--- src/rtl/ball_renderer.sv ---
// ball_renderer: turns each accepted (x, y) ball position into a stream of
// single-pixel plot requests. The previous square is erased in BG_COLOUR,
// then the new square is drawn in BALL_COLOUR, then done pulses for one cycle.
//
// Ports:
//   clock     system clock, rising edge
//   reset     synchronous, active-high
//   req       new position valid
//   x, y      ball top-left corner, captured when req && ready
//   ready     idle, able to accept a position (decoded from state)
//   done      one-cycle pulse after the last pixel of the new square
//   plot      write pixel (px, py) in colour this cycle
//   px, py    pixel coordinates (low 9/8 bits of the scan address)
//   colour    pixel colour
//   state_dbg current FSM state (IDLE=0, ERASE=1, DRAW=2, DONE=3)
//
// Handshake: a position transfers on a rising edge where req=1 and ready=1.
// There is no queue; req seen while ready=0 is dropped, so the producer holds
// req (or re-issues it) until it observes ready.
module ball_renderer #(
  parameter int         BALL_SIZE   = 4,
  parameter int         X_MAX       = 320,
  parameter int         Y_MAX       = 240,
  parameter logic [2:0] BG_COLOUR   = 3'b000,
  parameter logic [2:0] BALL_COLOUR = 3'b111
) (
  input  logic       clock,
  input  logic       reset,
  input  logic       req,
  input  logic [8:0] x,
  input  logic [7:0] y,
  output logic       ready,
  output logic       done,
  output logic       plot,
  output logic [8:0] px,
  output logic [7:0] py,
  output logic [2:0] colour,
  output logic [1:0] state_dbg
);

  typedef enum logic [1:0] {IDLE = 2'd0, ERASE = 2'd1, DRAW = 2'd2, DONE = 2'd3} state_t;

  localparam logic [2:0] LAST = 3'(BALL_SIZE - 1);

  state_t     state, state_d;
  logic [2:0] cx, cx_d, cy, cy_d;
  logic [8:0] old_x, old_x_d, new_x, new_x_d;
  logic [7:0] old_y, old_y_d, new_y, new_y_d;
  logic       has_prev, has_prev_d;

  logic       plot_d, done_d;
  logic [8:0] px_d;
  logic [7:0] py_d;
  logic [2:0] colour_d;

  logic [8:0] base_x;
  logic [7:0] base_y;
  logic [9:0] sum_x;
  logic [8:0] sum_y;
  logic       scanning;

  // The output registers are loaded from the state and counters being entered,
  // so the pixel for (cx, cy) appears in the same cycle the FSM sits on it.
  always_comb begin
    state_d    = state;
    cx_d       = cx;
    cy_d       = cy;
    old_x_d    = old_x;
    old_y_d    = old_y;
    new_x_d    = new_x;
    new_y_d    = new_y;
    has_prev_d = has_prev;

    case (state)
      IDLE: begin
        if (req) begin
          new_x_d = x;
          new_y_d = y;
          cx_d    = 3'd0;
          cy_d    = 3'd0;
          state_d = has_prev ? ERASE : DRAW;
        end
      end
      ERASE, DRAW: begin
        if (cx == LAST && cy == LAST) begin
          cx_d = 3'd0;
          cy_d = 3'd0;
          if (state == ERASE) begin
            state_d = DRAW;
          end else begin
            old_x_d    = new_x;
            old_y_d    = new_y;
            has_prev_d = 1'b1;
            state_d    = DONE;
          end
        end else if (cx == LAST) begin
          cx_d = 3'd0;
          cy_d = cy + 3'd1;
        end else begin
          cx_d = cx + 3'd1;
        end
      end
      DONE: state_d = IDLE;
      default: state_d = IDLE;
    endcase

    // Widened sums so off-screen corners never wrap back onto the screen.
    scanning = (state_d == ERASE) || (state_d == DRAW);
    base_x   = (state_d == ERASE) ? old_x : new_x_d;
    base_y   = (state_d == ERASE) ? old_y : new_y_d;
    sum_x    = {1'b0, base_x} + {7'b0, cx_d};
    sum_y    = {1'b0, base_y} + {6'b0, cy_d};

    plot_d   = scanning && (sum_x < 10'(X_MAX)) && (sum_y < 9'(Y_MAX));
    px_d     = scanning ? sum_x[8:0] : 9'd0;
    py_d     = scanning ? sum_y[7:0] : 8'd0;
    colour_d = (state_d == ERASE) ? BG_COLOUR :
               (state_d == DRAW)  ? BALL_COLOUR : 3'b000;
    done_d   = (state_d == DONE);
  end

  always_ff @(posedge clock) begin
    if (reset) begin
      state    <= IDLE;
      cx       <= 3'd0;
      cy       <= 3'd0;
      old_x    <= 9'd0;
      old_y    <= 8'd0;
      new_x    <= 9'd0;
      new_y    <= 8'd0;
      has_prev <= 1'b0;
      plot     <= 1'b0;
      done     <= 1'b0;
      px       <= 9'd0;
      py       <= 8'd0;
      colour   <= 3'b000;
    end else begin
      state    <= state_d;
      cx       <= cx_d;
      cy       <= cy_d;
      old_x    <= old_x_d;
      old_y    <= old_y_d;
      new_x    <= new_x_d;
      new_y    <= new_y_d;
      has_prev <= has_prev_d;
      plot     <= plot_d;
      done     <= done_d;
      px       <= px_d;
      py       <= py_d;
      colour   <= colour_d;
    end
  end

  assign ready     = (state == IDLE);
  assign state_dbg = state;

endmodule

--- config.mk ---
export PLATFORM = sky130hd
export DESIGN_NAME = ball_renderer
export DESIGN_NICKNAME = d
export VERILOG_FILES = /design/src/rtl/ball_renderer.sv
export SDC_FILE = /design/constraint.sdc
export NUM_CORES = 1
export LEC_CHECK = 0
export ABC_AREA = 1
export CAP_MARGIN = 20
export CORE_MARGIN = 5
export CORE_UTILIZATION = 25
export DETAILED_ROUTE_END_ITERATION = 10
export PLACE_DENSITY = 0.44
export SLEW_MARGIN = 20
export SYNTH_ARGS = -nofsm -noshare
export SYNTH_HDL_FRONTEND = slang
export SYNTH_SLANG_ARGS = --single-unit
--- constraint.sdc ---
create_clock -name clock -period 11.2 [get_ports clock]
set_input_delay 1.12 -clock clock [delete_from_list [all_inputs] [get_ports clock]]
set_output_delay 1.12 -clock clock [all_outputs]
set_load 0.01 [all_outputs]
[Word level (Yosys, flattened, before mapping)]
Cells that the tools add are included.
Storage, ports and cells
  register bits after elaboration: 65
  bits in latches: 0
  bits in writable memories: 0
  memory bits (read-only): 0
  bits of input ports: 20
  word-level logic and storage cells: 58
  memories: 0
Cells by class
  $add $sub $neg: 4
  multipliers: 0
  div/mod/pow operators: 0
  $lt $le $gt $ge: 2
  equal/unequal tests: 8
  shifts and indexed selects: 0
  muxes and demuxes: 20
  bitwise logic cells: 2
  reduce and logical (&&, ||, !) cells: 9
Operators by type and width (number)
  $mux 9: 3
  $mux 8: 3
  $mux 3: 7
  $pmux 3 s2: 2
  $add 9x3->10: 1
  $lt 10x9->1 const B: 1
  $add 8x3->9: 1
  $lt 9x8->1 const B: 1
  $eq 2x2->1 const B: 4
  $add 3x1->3 const B: 2
  $eq 3x2->1 const B: 2
  $mux 2: 3
  $pmux 2 s3: 1
  $reduce_or 2->1: 3
  $eq 2x1->1 const B: 2
  $logic_and 1x1->1: 3
  $reduce_and 3->1: 1
  $logic_not 2->1: 1
  $not 1->1: 2
  $logic_or 1x1->1: 1
  $mux 1: 1

[Longest topological paths before layout]
  depth in word-level cells: 10
  mapped depth: 27

[Worst setup path before layout]
OpenSTA, ideal clock, no wires.
  path kind: input -> register
  start: input port req
  end: register plot
  library setup time: 114 ps
  data arrival time: 3993 ps
  data required time: 11086 ps
  slack: 7094 ps
  stages on the path: 23
  path buffers: 4
  path through: nand2_4 > buf_6 > nor2_1 > nor3_1 > inv_1 > ha_1 > buf_4 > clkbuf_1 > clkbuf_1 > o21ai_0 > ha_1 > inv_1 > fa_1 > inv_1 > nand2_1 > nand2_1 > nand3_1 > nor2_4 > nand2_1 > nand2_1 > nand2_1 > a21oi_1 > nor2_1
Between the ends
  word-level cells in the longest chain between the ends: 8
  elaborated cells between the ends (all ways): 21
Ends and longest elaborated chain
  start: declaration: RTL line 29  | input logic req,
  $mux 2 *: RTL line 76  | if (req) begin
  $pmux 2 s3 *: RTL line 74  | case (state)
  named net state_d[1]: RTL line 45  | state_t state, state_d;
  $eq 2x1->1: RTL line 108, 109, 110
  $mux 9: RTL line 109  | base_x = (state_d == ERASE) ? old_x : new_x_d;
  $add 9x3->10: RTL line 111  | sum_x = {1'b0, base_x} + {7'b0, cx_d};
  $lt 10x9->1: RTL line 114  | plot_d = scanning && (sum_x < 10'(X_MAX)) && (sum_y < 9'(Y_MAX));
  $logic_and 1x1->1: RTL line 114
  $logic_and 1x1->1 *: RTL line 114
  end signal: assignment: RTL line 146  | plot <= plot_d;
  end: declaration: RTL line 34  | output logic plot,
Mark *: on every way through the listed nets, which the timed path passes. The rest lies on a longest branch.
A chain may end at the register's enable or synchronous reset.

[Worst setup path after layout]
Same ends and word-level chain as after synthesis.

==> out/qor.yml <==
worst_setup_path:
  critical-path-slowest-cell: "clkdlybuf4s50_1"
  reg2reg_depth: 21
  r2r_slack_ns: 6.91
  crit_end: "plot"
  critPathLaunch: "req"
  r2r-start: "state_dbg[0]"
  cp.required_ns: 11.42
  crit_chain: "clkdlybuf4s50_1 > nand2_4 > nor2_1 > nor3_1 > inv_1 > ha_1 > o21ai_0 > inv_1 > fa_1 > inv_1 > nand2_1 > nand2_1 > nand3_1 > nor2_4 > nand2_1 > nand2_1 > nand2_1 > a21oi_1 > nor2_1"
  critPathMostFrequentCell: "nand2_1"
  r2r_end: "plot"
  cp-end-kind: "register"
  critPathArrivalTime_ns: 5.25
  max_stage_delay_ns: 0.72
  critPathMaxFanout: 27
  path_class: "in2reg"
  crit_path_start_kind: "primary input"
floorplan:
  boundaryPins: 45
  fp.coreArea_sq_mm: 0.0121
  fp-row-count: 40
  die-height_microns: 121
  fp.dieW_microns: 121
  initial_core_util_pct: 25.6
  die_area_sq_mm: 0.0147
yosys:
  synth_commonest_cells: "83 x nand2_1, 63 x dfxtp_1, 46 x inv_1"
  syn_avg_cell_area_sq_um: 7.51
  synth_edf_count: 0
  synth_cell_types: 31
  ys_seq_elements: 63
  synth.net_count: 448
  synth.area.top_cells: "dfxtp_1 41%, nand2_1 10%, a21oi_1 6.7%"
  seq_area_frac_synth_pct: 40.9
  synth_ff_type: "dfxtp_1"
  yosysMostFrequentCell: "nand2_1"
  yosysWarnings: 0
  synth_area_sq_mm: 0.00309
  yosysTopAreaCell: "dfxtp_1"
  synthCells: 411
  synth_top_area_share_pct: 40.9
  async_reset_ff_share_pct: 0
clocking:
  cts_buffer_depth: 2
  clockRootBuffer: "clkbuf_16"
  cts_num_sinks: 63
  cts_hold_buf: 0
  cts_max_level: 3
  cts_resized: 0
  path_clk_slew_ns: 0.05
  cts_tree: "done"
  numCtsBuffers: 9
  insertion_delay_ns: 0.32
  post_cts_buffers: 0
global_route:
  grt_pass1_wl_mm: 12.9
  grt_max_degree: 38
  antenna_found_initial: 0
  grt-ovfl-total: 0
  grt_pass1_vias: 2494
  track_usage_pct: 11.4
power_and_ir_drop:
  p_leak_uw: 0.00164
  ir_drop_uv: 68.2
  power_density_mw_per_mm2: 148
  total_power_uw: 581
finish:
  nNetsFinal: 488
  drive_above_1_share_pct: 8.37
  n_antenna_cell: 0
  area_growth_pct: 26.8
min_path:
  hold_path_class: "reg2reg"
  hold_start: "old_x[3]"
route:
  drt_wl_total_mm: 7.89
  first_pass_iters: 4
  vias: 2651
  ant_nets: 0
  first_iter_violations: 125
  via_per_inst: 4.26
  post-route-drc-count: 0
  wl_per_cell_microns: 12.7
timing:
  hold_viol_final: 0
  max_freq_ghz: 0.199
  totalNegativeSetupSlack_ns: 0
  finClkSkew_ns: 0.00550
  fin_ws_ns: 6.17
  worst_pin_slew_ns: 0.870
  grt_setup_unrepaired: "no"
  fin_crit_sh_pct: 44.9
  drv_slew: 0
  fin_crit_ns: 5.03
  setup_viol_count_final: 0
  hold_ws_ns: 0.456
  relSlewSlack_pct: 41.9
placement:
  place_ws_ns: 5.83
  place_congestion: 0.784
  io_buffers: 44
  hpwl_mm: 5.92
status:
  status: "finished, final reports clean"
flow_run:
  cap_violations: 0
sequential cells by signal, indices dropped and copies added, names as in the netlist:
register,flops
cy,3
cx,3
py,8
px,9
done,1
new_y,8
has_prev,1
plot,1
colour,1
old_x,9
new_x,9
old_y,8
state_dbg,2
worst max-delay path, delay by kind of cell:
| kind | cells | cell delay, ns |
|---|---|---|
| and+or+nand+nor | 11 | 1.54 |
| buffers and inverters | 4 | 1.06 |
| adders and majority gates | 2 | 0.91 |
| AOI/OAI and AO/OA | 2 | 0.60 |
cell families (layout without fill, tap and decap cells):
kind of cell,Yosys count,in the layout,share of synthesized area [%]
AOI/OAI and AO/OA,72,72,12.0
xor gates and xnor gates,1,1,0.284
adders and majority gates,17,17,7.38
buffers and inverters,64,107,9.04
DFF,63,63,40.9
muxes,6,6,1.95
and+or+nand+nor,188,188,28.4
placed cells by master (no fill, tap or decap), types with 6 or more instances in the layout:
cell type | netlist | final
a21oi_1 | 41 | 41
mux2i_1 | 6 | 6
clkbuf_16 | 0 | 9
inv_1 | 46 | 46
nand3_2 | 8 | 8
ha_1 | 15 | 15
nand2_1 | 83 | 83
o21ai_0 | 24 | 24
nor2_1 | 43 | 43
dfxtp_1 | 63 | 63
nand3_1 | 34 | 34
clkdlybuf4s50_1 | 0 | 44
power breakdown:
| group | internal (uW) | total, uW | switching (uW) |
|---|---|---|---|
| registers | 236 | 240 | 4.39 |
| clock network | 159 | 251 | 91.8 |
| logic | 37.1 | 90.6 | 53.5 |
| total | 431 | 581 | 150 |
worst min-delay path by stage:
stage               slack [ns]  cells past startpoint  endpoint
floorplan                 0.43                      2  old_x[3]
global placement          0.44                      2  old_x[3]
detailed placement        0.45                      2  old_x[7]
CTS                       0.46                      2  old_x[7]
global route              0.48                      2  old_x[5]
finish                    0.46                      2  old_x[3]
through the flow:
| stage | std cells | instance area (sq um) | utilization (%) |
|---|---|---|---|
| 4_1_cts | 622 | 3910 | 32.4 |
| 2_1_floorplan | 411 | 3090 | - |
| 5_1_grt | 622 | 3910 | 32.4 |
| 6_report | 622 | 3910 | 32.4 |
| 3_3_place_gp | 608 | 3650 | 30.2 |
| 3_5_place_dp | 608 | 3650 | 30.2 |
area by class of cell:
type | count | area (sq um)
multi-input combinational | 284 | 1550
clock buffer | 13 | 260
fill | 1312 | 8150
inverter | 47 | 176
clock inverter | 1 | 5.00
timing repair buffer | 46 | 455
sequential | 63 | 1260
tap | 168 | 210
layer usage:
layer | GRT usage, % | part of all wire (%) | vias up
met5 | 0 | 0 | -
met4 | 5.52 | 2.2 | 0
met3 | 3.03 | 5.0 | 10
met2 | 17.1 | 45 | 52
met1 | 15.2 | 48 | 1185
li1 | - | - | 1404
No activity file was read; power rests on OpenSTA's default activity.
==> edit, RTL diff (config.mk and constraints unchanged) <==
Register the output `state_dbg` once more, without a reset; this adds one clock of latency there. The other outputs are not delayed to match.
--- a/src/rtl/ball_renderer.sv
+++ b/src/rtl/ball_renderer.sv
@@ -152,7 +152,9 @@
   end
 
   assign ready     = (state == IDLE);
-  assign state_dbg = state;
+  always_ff @(posedge clock) begin
+    state_dbg <= state;
+  end
 
 endmodule
 
Function: changed (Yosys sat finds a counterexample within 4 cycles, from zero or initial values and one cycle with reset high).
==> edit against the original RTL <==
- total power rose by 6.0%
- final area is 0.29% lower
- wire length up 2.3%
- hold slack worse by 0.057 ns
- sequential cell count grew 2
- worst setup slack gained 0.020 ns
- critical path depth rose by 2
- synthesized cell count increased by 0.97%
- synthesized area down 0.69%
- critical path type unchanged
- largest cell class unchanged
==> edit: results (changes against the original RTL) <==
Status
  • Outcome: complete, no violations (unchanged)

Synth
  • Register area share after synthesis: 42.5% (was 40.9%)
  • Post-synthesis compound-gate area fraction: 11.2% (was 12.0%)
  • Ys async rst share: 0% (unchanged)
  • Syn Nets: 452 (was 448)
  • Top cells by area, synth: dfxtp_1, nand2_1, nand3_1 (was dfxtp_1, nand2_1, a21oi_1)
  • Post-synthesis mux area share: 1.96% (was 1.95%)
  • Synth unique cells: 29 (was 31)
  • Syn Std Cell Area: 3060 sq um (was 3090 sq um)
  • Post-synthesis xor/xnor area fraction: 0.286% (was 0.284%)
  • Commonest cells post-synth: nand2_1, dfxtp_1, nor2_1 (was nand2_1, dfxtp_1, inv_1)
  • Syn Inst Count: 415 (was 411)
  • Largest family of logic cells by synthesized area: simple AND/OR/NAND/NOR gates (unchanged)
  • Synth Area in Adders: 7.43% (was 7.38%)

Routing
  • Final wirelength: 8070 um (was 7890 um)
  • 1st-iter DRT viols: 155 (was 125)
  • Drt via density: 4.51 (was 4.26)
  • Routed vias: 2729 (was 2651)
  • Met3 wire len: 340 um (was 394 um)
  • Wire length on met2: 3720 um (was 3530 um)
  • Wire length on met1: 3790 um (about the same)

Worst setup path
  • Worst r2r src: state[0] (was state_dbg[0])
  • Crit-path max cell delay: 0.68 ns (was 0.72 ns)
  • R2R cell count: 22 (was 21)
  • Minimum setup slack among reg-to-reg paths: 6.81 ns (was 6.91 ns)

CTS
  • Post-CTS Setup Bufs: 0 (unchanged)

Cells and area
  • Nets: 491 (was 488)
  • FILL cells: 1283 (was 1312)
  • Layout cells sized above 1: 5.46% (was 8.37%)

Power
  • Max IR drop VDD: 0.0547 mV (was 0.0682 mV)
  • Leakage: 1.65 nW (was 1.64 nW)

Global route
  • Met3 GRT Util: 2.43% (was 3.03%)
  • First-pass GRT wire length: 13200 um (was 12900 um)
  • Vias in the first global route: 2638 (was 2494)
  • GR Layer Usage met1: 14.9% (was 15.2%)
  • Met2 global-route usage: 18.4% (was 17.1%)
  • Total track usage: 11.7% (was 11.4%)
  • Largest net degree at the start of global routing: 47 (was 38)

Timing
  • Worst hold slack: 0.398 ns (was 0.456 ns)
  • Relative slew slack: 52.7% (was 41.9%)
  • Layout Skew: 0.00837 ns (was 0.00550 ns)

Place
  • Global placement routability congestion: 0.751 (was 0.784)
  • Post-DP HPWL: 5760 um (was 5920 um)
  • Post-Place Setup Slack: 5.96 ns (was 5.83 ns)
  • Placed insts: 590 (was 608)
  • Number of port buffers: 44 (unchanged)
  • Dpl cell area: 3600 sq um (was 3650 sq um)

Worst hold path
  • Worst hold endpoint: state_dbg[1] (was old_x[3])
  • Hold path depth: 0 (was 2)
  • Hold Startpoint: state[1] (was old_x[3])
[edit: changes by cell type after synthesis, sizes merged, moves of 2 or more]
cell	delta
nor2	+9
a21oi	-10
nand2	+3
o21ai	-10
dfxtp	+2
clkbuf	+2
a211oi	+9
[edit: power breakdown]
group	internal, mW	switching (mW)
clock	0.183	0.0989
sequential	0.243	0.00496
combinational	0.0360	0.0497
total	0.462	0.154
[edit: layout make-up]
cell class | instances | area [sq um] | share of cell area [%]
multi-input cells | 286 | 1490 | 38.2
inverters | 46 | 173 | 4.42
flip-flops and latches | 65 | 1300 | 33.3
clock inverters | 2 | 37.5 | 0.962
clock buffers | 13 | 260 | 6.67
well taps | 147 | 184 | 4.71
repair buffers | 46 | 455 | 11.7
[edit: worst max path at each step]
stage,end,slack [ns]
floorplan,plot,7.02
global placement,plot,6.14
detailed placement,plot,5.96
CTS,plot,6.26
global route,plot,5.82
finish,plot,6.19
